<file path="config.mk">
export PLATFORM = sky130hd
export DESIGN_NAME = jpeg_bit_packer
export DESIGN_NICKNAME = d
export VERILOG_FILES = /design/src/rtl/jpeg_pkg.sv /design/src/rtl/jpeg_bit_acc.sv /design/src/rtl/jpeg_bit_packer.sv
export SDC_FILE = /design/constraint.sdc
export NUM_CORES = 1
export LEC_CHECK = 0
export CORE_ASPECT_RATIO = 1.2
export CORE_UTILIZATION = 40
export DETAILED_ROUTE_END_ITERATION = 8
export PLACE_DENSITY = 0.53
export SLEW_MARGIN = 20
export SYNTH_ARGS = -nofsm -noshare
export SYNTH_HDL_FRONTEND = slang
export SYNTH_SLANG_ARGS = --single-unit
</file>
<file path="constraint.sdc">
create_clock -name clock -period 5.2 [get_ports clock]
set_input_delay 0.78 -clock clock [delete_from_list [all_inputs] [get_ports clock]]
set_output_delay 0.78 -clock clock [all_outputs]
set_load 0.01 [all_outputs]
</file>
<file path="src/rtl/jpeg_pkg.sv">
// Shared JPEG stream definitions: marker bytes, packer state encoding and
// the accumulator geometry used by the bit packer and its accumulator.
package jpeg_pkg;

  localparam logic [7:0] JPEG_MARKER_PREFIX = 8'hFF;
  localparam logic [7:0] JPEG_EOI           = 8'hD9;
  localparam logic [7:0] JPEG_STUFF         = 8'h00;

  // Accumulator is 32 bits, left-aligned; fill count runs 0..31.
  localparam int ACC_W  = 32;
  localparam int FILL_W = 5;

  typedef enum logic [2:0] {
    RUN     = 3'd0,
    STUFF   = 3'd1,
    PAD     = 3'd2,
    STUFF_P = 3'd3,
    MARK_FF = 3'd4,
    MARK_D9 = 3'd5,
    DONE    = 3'd6
  } pack_state_t;

  // Final partial byte: keep the top 'fill' bits, force every bit below to 1.
  // Only meaningful for fill in 1..7.
  function automatic logic [7:0] pad_ones(input logic [7:0] top_byte,
                                          input logic [FILL_W-1:0] fill);
    return top_byte | (8'hFF >> fill);
  endfunction

endpackage

</file>
<file path="src/rtl/jpeg_bit_acc.sv">
// Left-aligned bit accumulator for the JPEG bit packer. Appends right-aligned
// codes below the existing fill, shifts out whole bytes from the top, and can
// be cleared after the final padded byte. Exposes next-cycle values so the
// packer can register its outputs from them.
module jpeg_bit_acc
  import jpeg_pkg::*;
#(
  parameter int CODE_W = 24
) (
  input  logic              clock,
  input  logic              reset,
  input  logic              append_en,
  input  logic [CODE_W-1:0] code,
  input  logic [FILL_W-1:0] append_len,
  input  logic              shift_en,
  input  logic              clear_en,
  output logic [FILL_W-1:0] fill_r,
  output logic [FILL_W-1:0] fill_nxt_s,
  output logic [7:0]        top_nxt_s
);

  logic [ACC_W-1:0] acc_r;
  logic [ACC_W-1:0] acc_nxt_s;
  logic [ACC_W-1:0] code_ext_s;
  logic [ACC_W-1:0] len_mask_s;
  logic [ACC_W-1:0] placed_s;

  // Align the masked code so its MSB lands just below the current fill, then pick the update.
  always_comb begin
    code_ext_s = ACC_W'(code);
    len_mask_s = (32'd1 << append_len) - 32'd1;
    placed_s   = ((code_ext_s & len_mask_s) << (6'd32 - {1'b0, append_len})) >> fill_r;
    acc_nxt_s  = acc_r;
    fill_nxt_s = fill_r;
    if (clear_en) begin
      acc_nxt_s  = '0;
      fill_nxt_s = '0;
    end else if (shift_en) begin
      acc_nxt_s  = acc_r << 4'd8;
      fill_nxt_s = fill_r - 5'd8;
    end else if (append_en) begin
      acc_nxt_s  = acc_r | placed_s;
      fill_nxt_s = fill_r + append_len;
    end else begin
      acc_nxt_s  = acc_r;
      fill_nxt_s = fill_r;
    end
    top_nxt_s = acc_nxt_s[ACC_W-1:ACC_W-8];
  end

  // Accumulator and fill count registers; bits below fill are always zero.
  always_ff @(posedge clock or posedge reset) begin
    if (reset) begin
      acc_r  <= '0;
      fill_r <= '0;
    end else begin
      acc_r  <= acc_nxt_s;
      fill_r <= fill_nxt_s;
    end
  end

endmodule

</file>
<file path="src/rtl/jpeg_bit_packer.sv">
// JPEG entropy bit packer: packs variable-length codes MSB-first into bytes,
// stuffs 0x00 after every 0xFF data byte, and on flush pads the last partial
// byte with 1s and optionally appends the EOI marker FF D9.
// All outputs are registered from the next-cycle state so a code that
// completes a byte shows byte_valid on the following cycle.
module jpeg_bit_packer
  import jpeg_pkg::*;
#(
  parameter int CODE_W   = 24,
  parameter int LEN_W    = 8,
  parameter bit EMIT_EOI = 1'b1
) (
  input  logic              clock,
  input  logic              reset,
  input  logic              code_valid,
  output logic              code_ready,
  input  logic [CODE_W-1:0] code,
  input  logic [LEN_W-1:0]  code_len,
  input  logic              flush,
  output logic              byte_valid,
  input  logic              byte_ready,
  output logic [7:0]        byte_data,
  output logic              flush_done,
  output logic              len_err
);

  // After the padded byte (and its stuff byte) the stream either gets EOI or ends.
  localparam pack_state_t TAIL_ST = EMIT_EOI ? MARK_FF : DONE;

  pack_state_t       state_r;
  pack_state_t       state_nxt_s;
  logic              flush_pend_r;
  logic              flush_pend_nxt_s;
  logic              code_ready_r;
  logic              byte_valid_r;
  logic [7:0]        byte_data_r;
  logic              flush_done_r;
  logic              len_err_r;

  logic              accept_s;
  logic              xfer_s;
  logic              len_over_s;
  logic [FILL_W-1:0] len_eff_s;
  logic              shift_s;
  logic              clear_s;
  logic [FILL_W-1:0] fill_r;
  logic [FILL_W-1:0] fill_nxt_s;
  logic [7:0]        top_nxt_s;
  logic              pres_valid_s;
  logic [7:0]        pres_data_s;
  logic              ready_nxt_s;

  assign accept_s   = code_valid && code_ready_r;
  assign xfer_s     = byte_valid_r && byte_ready;

  assign code_ready = code_ready_r;
  assign byte_valid = byte_valid_r;
  assign byte_data  = byte_data_r;
  assign flush_done = flush_done_r;
  assign len_err    = len_err_r;

  // Clamp over-long codes to the maximum code width.
  always_comb begin
    len_over_s = (code_len > LEN_W'(CODE_W));
    if (len_over_s) begin
      len_eff_s = FILL_W'(CODE_W);
    end else begin
      len_eff_s = code_len[FILL_W-1:0];
    end
  end

  jpeg_bit_acc #(
    .CODE_W (CODE_W)
  ) u_acc (
    .clock      (clock),
    .reset      (reset),
    .append_en  (accept_s),
    .code       (code),
    .append_len (len_eff_s),
    .shift_en   (shift_s),
    .clear_en   (clear_s),
    .fill_r     (fill_r),
    .fill_nxt_s (fill_nxt_s),
    .top_nxt_s  (top_nxt_s)
  );

  // Next-state logic: advance on byte transfer, walk the flush tail, drive accumulator controls.
  always_comb begin
    state_nxt_s = state_r;
    shift_s     = 1'b0;
    clear_s     = 1'b0;
    case (state_r)
      RUN: begin
        if (fill_r >= 5'd8) begin
          if (xfer_s) begin
            shift_s = 1'b1;
            if (byte_data_r == JPEG_MARKER_PREFIX) begin
              state_nxt_s = STUFF;
            end else begin
              state_nxt_s = RUN;
            end
          end else begin
            state_nxt_s = RUN;
          end
        end else if (flush_pend_r) begin
          state_nxt_s = PAD;
        end else begin
          state_nxt_s = RUN;
        end
      end
      STUFF: begin
        if (xfer_s) begin
          state_nxt_s = RUN;
        end else begin
          state_nxt_s = STUFF;
        end
      end
      PAD: begin
        if (fill_r != 5'd0) begin
          if (xfer_s) begin
            clear_s = 1'b1;
            if (byte_data_r == JPEG_MARKER_PREFIX) begin
              state_nxt_s = STUFF_P;
            end else begin
              state_nxt_s = TAIL_ST;
            end
          end else begin
            state_nxt_s = PAD;
          end
        end else begin
          state_nxt_s = TAIL_ST;
        end
      end
      STUFF_P: begin
        if (xfer_s) begin
          state_nxt_s = TAIL_ST;
        end else begin
          state_nxt_s = STUFF_P;
        end
      end
      MARK_FF: begin
        if (xfer_s) begin
          state_nxt_s = MARK_D9;
        end else begin
          state_nxt_s = MARK_FF;
        end
      end
      MARK_D9: begin
        if (xfer_s) begin
          state_nxt_s = DONE;
        end else begin
          state_nxt_s = MARK_D9;
        end
      end
      DONE: begin
        state_nxt_s = RUN;
      end
      default: begin
        state_nxt_s = RUN;
      end
    endcase
  end

  // Pending-flush flag: drops on entry to DONE so code_ready can return with flush_done.
  always_comb begin
    if ((state_nxt_s == DONE) && (state_r != DONE)) begin
      flush_pend_nxt_s = 1'b0;
    end else if (flush && !flush_pend_r) begin
      flush_pend_nxt_s = 1'b1;
    end else begin
      flush_pend_nxt_s = flush_pend_r;
    end
  end

  // Byte presented in the next cycle, derived from next state and accumulator contents.
  always_comb begin
    pres_valid_s = 1'b0;
    pres_data_s  = 8'h00;
    case (state_nxt_s)
      RUN: begin
        if (fill_nxt_s >= 5'd8) begin
          pres_valid_s = 1'b1;
          pres_data_s  = top_nxt_s;
        end else begin
          pres_valid_s = 1'b0;
        end
      end
      STUFF, STUFF_P: begin
        pres_valid_s = 1'b1;
        pres_data_s  = JPEG_STUFF;
      end
      PAD: begin
        if (fill_nxt_s != 5'd0) begin
          pres_valid_s = 1'b1;
          pres_data_s  = pad_ones(top_nxt_s, fill_nxt_s);
        end else begin
          pres_valid_s = 1'b0;
        end
      end
      MARK_FF: begin
        pres_valid_s = 1'b1;
        pres_data_s  = JPEG_MARKER_PREFIX;
      end
      MARK_D9: begin
        pres_valid_s = 1'b1;
        pres_data_s  = JPEG_EOI;
      end
      default: begin
        pres_valid_s = 1'b0;
      end
    endcase
    ready_nxt_s = ((state_nxt_s == RUN) || (state_nxt_s == DONE)) &&
                  (fill_nxt_s < 5'd8) && !flush_pend_nxt_s;
  end

  // State register and registered handshake/status outputs.
  always_ff @(posedge clock or posedge reset) begin
    if (reset) begin
      state_r      <= RUN;
      flush_pend_r <= 1'b0;
      code_ready_r <= 1'b1;
      byte_valid_r <= 1'b0;
      byte_data_r  <= 8'h00;
      flush_done_r <= 1'b0;
      len_err_r    <= 1'b0;
    end else begin
      state_r      <= state_nxt_s;
      flush_pend_r <= flush_pend_nxt_s;
      code_ready_r <= ready_nxt_s;
      byte_valid_r <= pres_valid_s;
      byte_data_r  <= pres_data_s;
      flush_done_r <= (state_nxt_s == DONE);
      len_err_r    <= len_err_r | (accept_s && len_over_s);
    end
  end

endmodule
</file>
==> results by group <==
Synth
  • Post-synthesis net count: 1,244
  • Synth area leaders: dfrtp_1 15%, nand2_1 5.8%, nor2_1 5.3%
  • Synth warn: 0
  • Post-synth top area share: 15.34%
  • Syn Inst Count: 1,195
  • Register area share after synthesis: 15.65%
  • Cell Area, Synth: 8484 um^2
  • Ys async rst share: 100.0%
  • Post-synth top area cell: dfrtp_1
  • Post-synth EDFFs: 0
  • Syn Area/Cell: 7.100 um^2
  • Yosys reg bits: 53
  • Unique masters post-synth: 113
  • Primary FF master, synth: dfrtp_1

GRT
  • GRT overflow: 0
  • Pin count of the biggest net entering global routing: 54
  • First-pass GRT wire length: 63,290 um
  • GRT Total Usage: 37.75%
  • Initial antenna violation count: 0
  • Number of global-route vias before repair: 10.93k

Routing
  • First DRT Iteration DRCs: 1,244
  • Drt pass-1 iters: 7
  • Routed len/inst: 23.90 um
  • Drt total wl: 42,230 um
  • Vias per cell: 6.580
  • DRC: 2
  • Vias: 11.63k
  • Final ANT Viol Nets: 0

STA
  • Worst-Margin Slew: 816.6 ps
  • Fin. Hold Viols: 0
  • Max Clock Freq: 194.8 MHz
  • Min cycle time layout: 5132 ps
  • Worst Skew: 7.445 ps
  • Worst Setup Slack, final: 67.51 ps
  • Setup-failing EPs final: 0
  • Slew Limit Fails: 0
  • Crit share post-route: 98.70%
  • Rel. slew slack: 45.50%
  • RSZ-0062 raised after global routing: true

Hold path
  • Type of the tightest min-delay check: register to register
  • Hold Path Origin: len_err$_DFF_PP0_
  • WHS Endpoint: len_err$_DFF_PP0_
  • Hold path cells: 1

Placed design
  • DP Cell Count: 1,724
  • Dpl hpwl: 32,250 um
  • Routability cong.: 1.043
  • Port Buffer Count: 48
  • DP Worst Slack: -916.9 ps

Critical path
  • R2r endpoint: byte_data[1]$_DFF_PP0_
  • Worst EP required: 5400 ps
  • Worst setup SP type: primary input
  • Worst Path Max Fanout: 6
  • Critical path arrival: 5330 ps
  • R2R cell count: 15
  • Crit path kind: primary input to register
  • Reg2reg setup slack: 1330 ps
  • RR Startpoint: u_acc.fill_r[3]$_DFF_PP0_
  • CP Capture Type: register

Clock network
  • Number of buffers created by CTS: 5
  • Sinks on Clock Net: 53
  • Root Buffer: clkbuf_16
  • CTS H-tree depth: 2
  • Clock Pin Slew Worst Setup and Hold Paths: 70 ps
  • CTS tree: built
  • Max Root-Sink Buffers: 2
  • Clk_lat worst skew: 290 ps

Layout
  • Commonest non-fill, non-tap cell in the layout: buf_4
  • Area delta synth->final: 49.39%
  • Post-Layout Cell Count: 1,767
  • Commonest cells after routing, fill and taps aside: 321 x buf_4, 126 x nand2_1, 112 x nor2_1, 75 x a21oi_1, 58 x o21ai_0
  • # diodes: 0
  • Nets: 1,545
  • Share of cells above drive strength 1: 37.61%

Power and ir drop
  • Max VDD drop: 371.5 uV
  • Power Total: 4.320 mW
  • PwrDens: 340.8 nW/um^2
  • LEAKAGE: 5.222 nW

Floorplanning
  • Die height: 161.5 um
  • # rows: 58
  • Starting density of the core: 40.60%
  • Top-Level Pins: 49
  • Core ar.: 20,900 um^2
  • Die area: 21,800 um^2
  • Die X-Extent: 135.0 um

Flow run
  • Max-capacitance violation count: 0

Run status
  • Status: finished with violations
  • Failing checks: design-rule violations
-- kinds of logic after synthesis --
family                   after synthesis  share of synthesized area [%]
XOR/XNOR                               6                         0.6194
multiplexers                          33                          4.616
AO/OA/AOI/OAI                        468                          41.00
AND/OR/NAND/NOR                      500                          30.00
buffers and inverters                123                          6.268
adder cells (fa/ha/maj)               12                          1.858
flip-flops                            53                          15.65
-- metal layers --
metal / share of wire (%) / vias to the layer above / global-route usage (%)
li1: - / 5267 / -
met4: 6.3 / 0 / 23.14
met5: 0 / - / 0
met1: 39 / 5520 / 46.21
met3: 6.8 / 173 / 3.704
met2: 48 / 667 / 63.40
-- final cells by class --
cell class	instances	area (um^2)
fill	1960	8225
multi-input combinational	1019	7607
timing repair buffer	387	3120
sequential	53	1328
tap	270	337.8
clock buffer	5	125.1
inverter	30	112.6
clock inverter	3	43.79
-- worst max path at each step --
stage	cells past startpoint	slack, ps	to	startpoint
floorplan	21	-150	byte_data[0]$_DFF_PP0_	code_len[7]
global placement	22	-880	u_acc.acc_r[6]$_DFFE_PP0P_	code_len[7]
detailed placement	22	-920	u_acc.acc_r[6]$_DFFE_PP0P_	code_len[7]
CTS	20	4	u_acc.acc_r[16]$_DFFE_PP0P_	code_len[5]
global route	21	-100	u_acc.acc_r[12]$_DFFE_PP0P_	code_len[6]
finish	21	70	u_acc.acc_r[12]$_DFFE_PP0P_	code_len[6]
-- synth_stat cells (19+ instances only) --
cell type and count:
dfrtp_1 52, nor2_1 119, o211ai_1 24, o21ai_0 65, nand2_1 131, buf_2 20, a211oi_1 24, nor3_1 54
inv_1 24, clkbuf_1 61, a21oi_1 86, mux2i_1 20, o31ai_1 19, nand3_1 50, a31oi_1 32
-- power by group --
group | total [mW] | switching (mW) | internal [mW]
combinational | 3.23 | 1.85 | 1.37
sequential | 0.710 | 0.135 | 0.575
clock | 0.385 | 0.156 | 0.228
total | 4.32 | 2.14 | 2.18
-- through the flow --
step                TNS, ps  utilization [%]  area, um^2  hold slack [ps]
floorplan            -987.2                -        8795            443.2
global placement     -21180            54.98       11490            448.7
detailed placement   -22830            54.98       11490            449.0
CTS                       0            58.06       12130            465.6
global route         -581.3            60.64       12670            514.0
finish                    0            60.64       12670            462.2
-- worst max-delay path: stages --
cell and delay (ps):
buf_6 90, or3_4 400, nor2_4 100, inv_2 70, ha_4 180, ha_4 180
or4_4 570, o211ai_4 300, buf_6 150, a221oi_4 80, or3_4 420, and2_4 160
nor4_4 350, buf_4 190, nand2_4 60, mux4_2 530, nor2_4 140, nor2_1 50
a311oi_1 220, a21oi_1 60, o32ai_1 230
-- state kept, by name, summed over array words and instances, names as in the netlist --
signal,flops
state_r,3
byte_valid,1
u_acc.acc_r,32
flush_done,1
byte_data,8
u_acc.fill_r,5
flush_pend_r,1
len_err,1
code_ready,1
-- repair_timing --
| action | 4_1_cts | 5_1_grt |
|---|---|---|
| gates resized for setup | 85 | 88 |
| hold buffers | 0 | 0 |
| setup buffers | 16 | 23 |
| setup endpoints to repair | 37 | 32 |
| pin swaps | 50 | 54 |
Power figures use the tool's default switching activity.
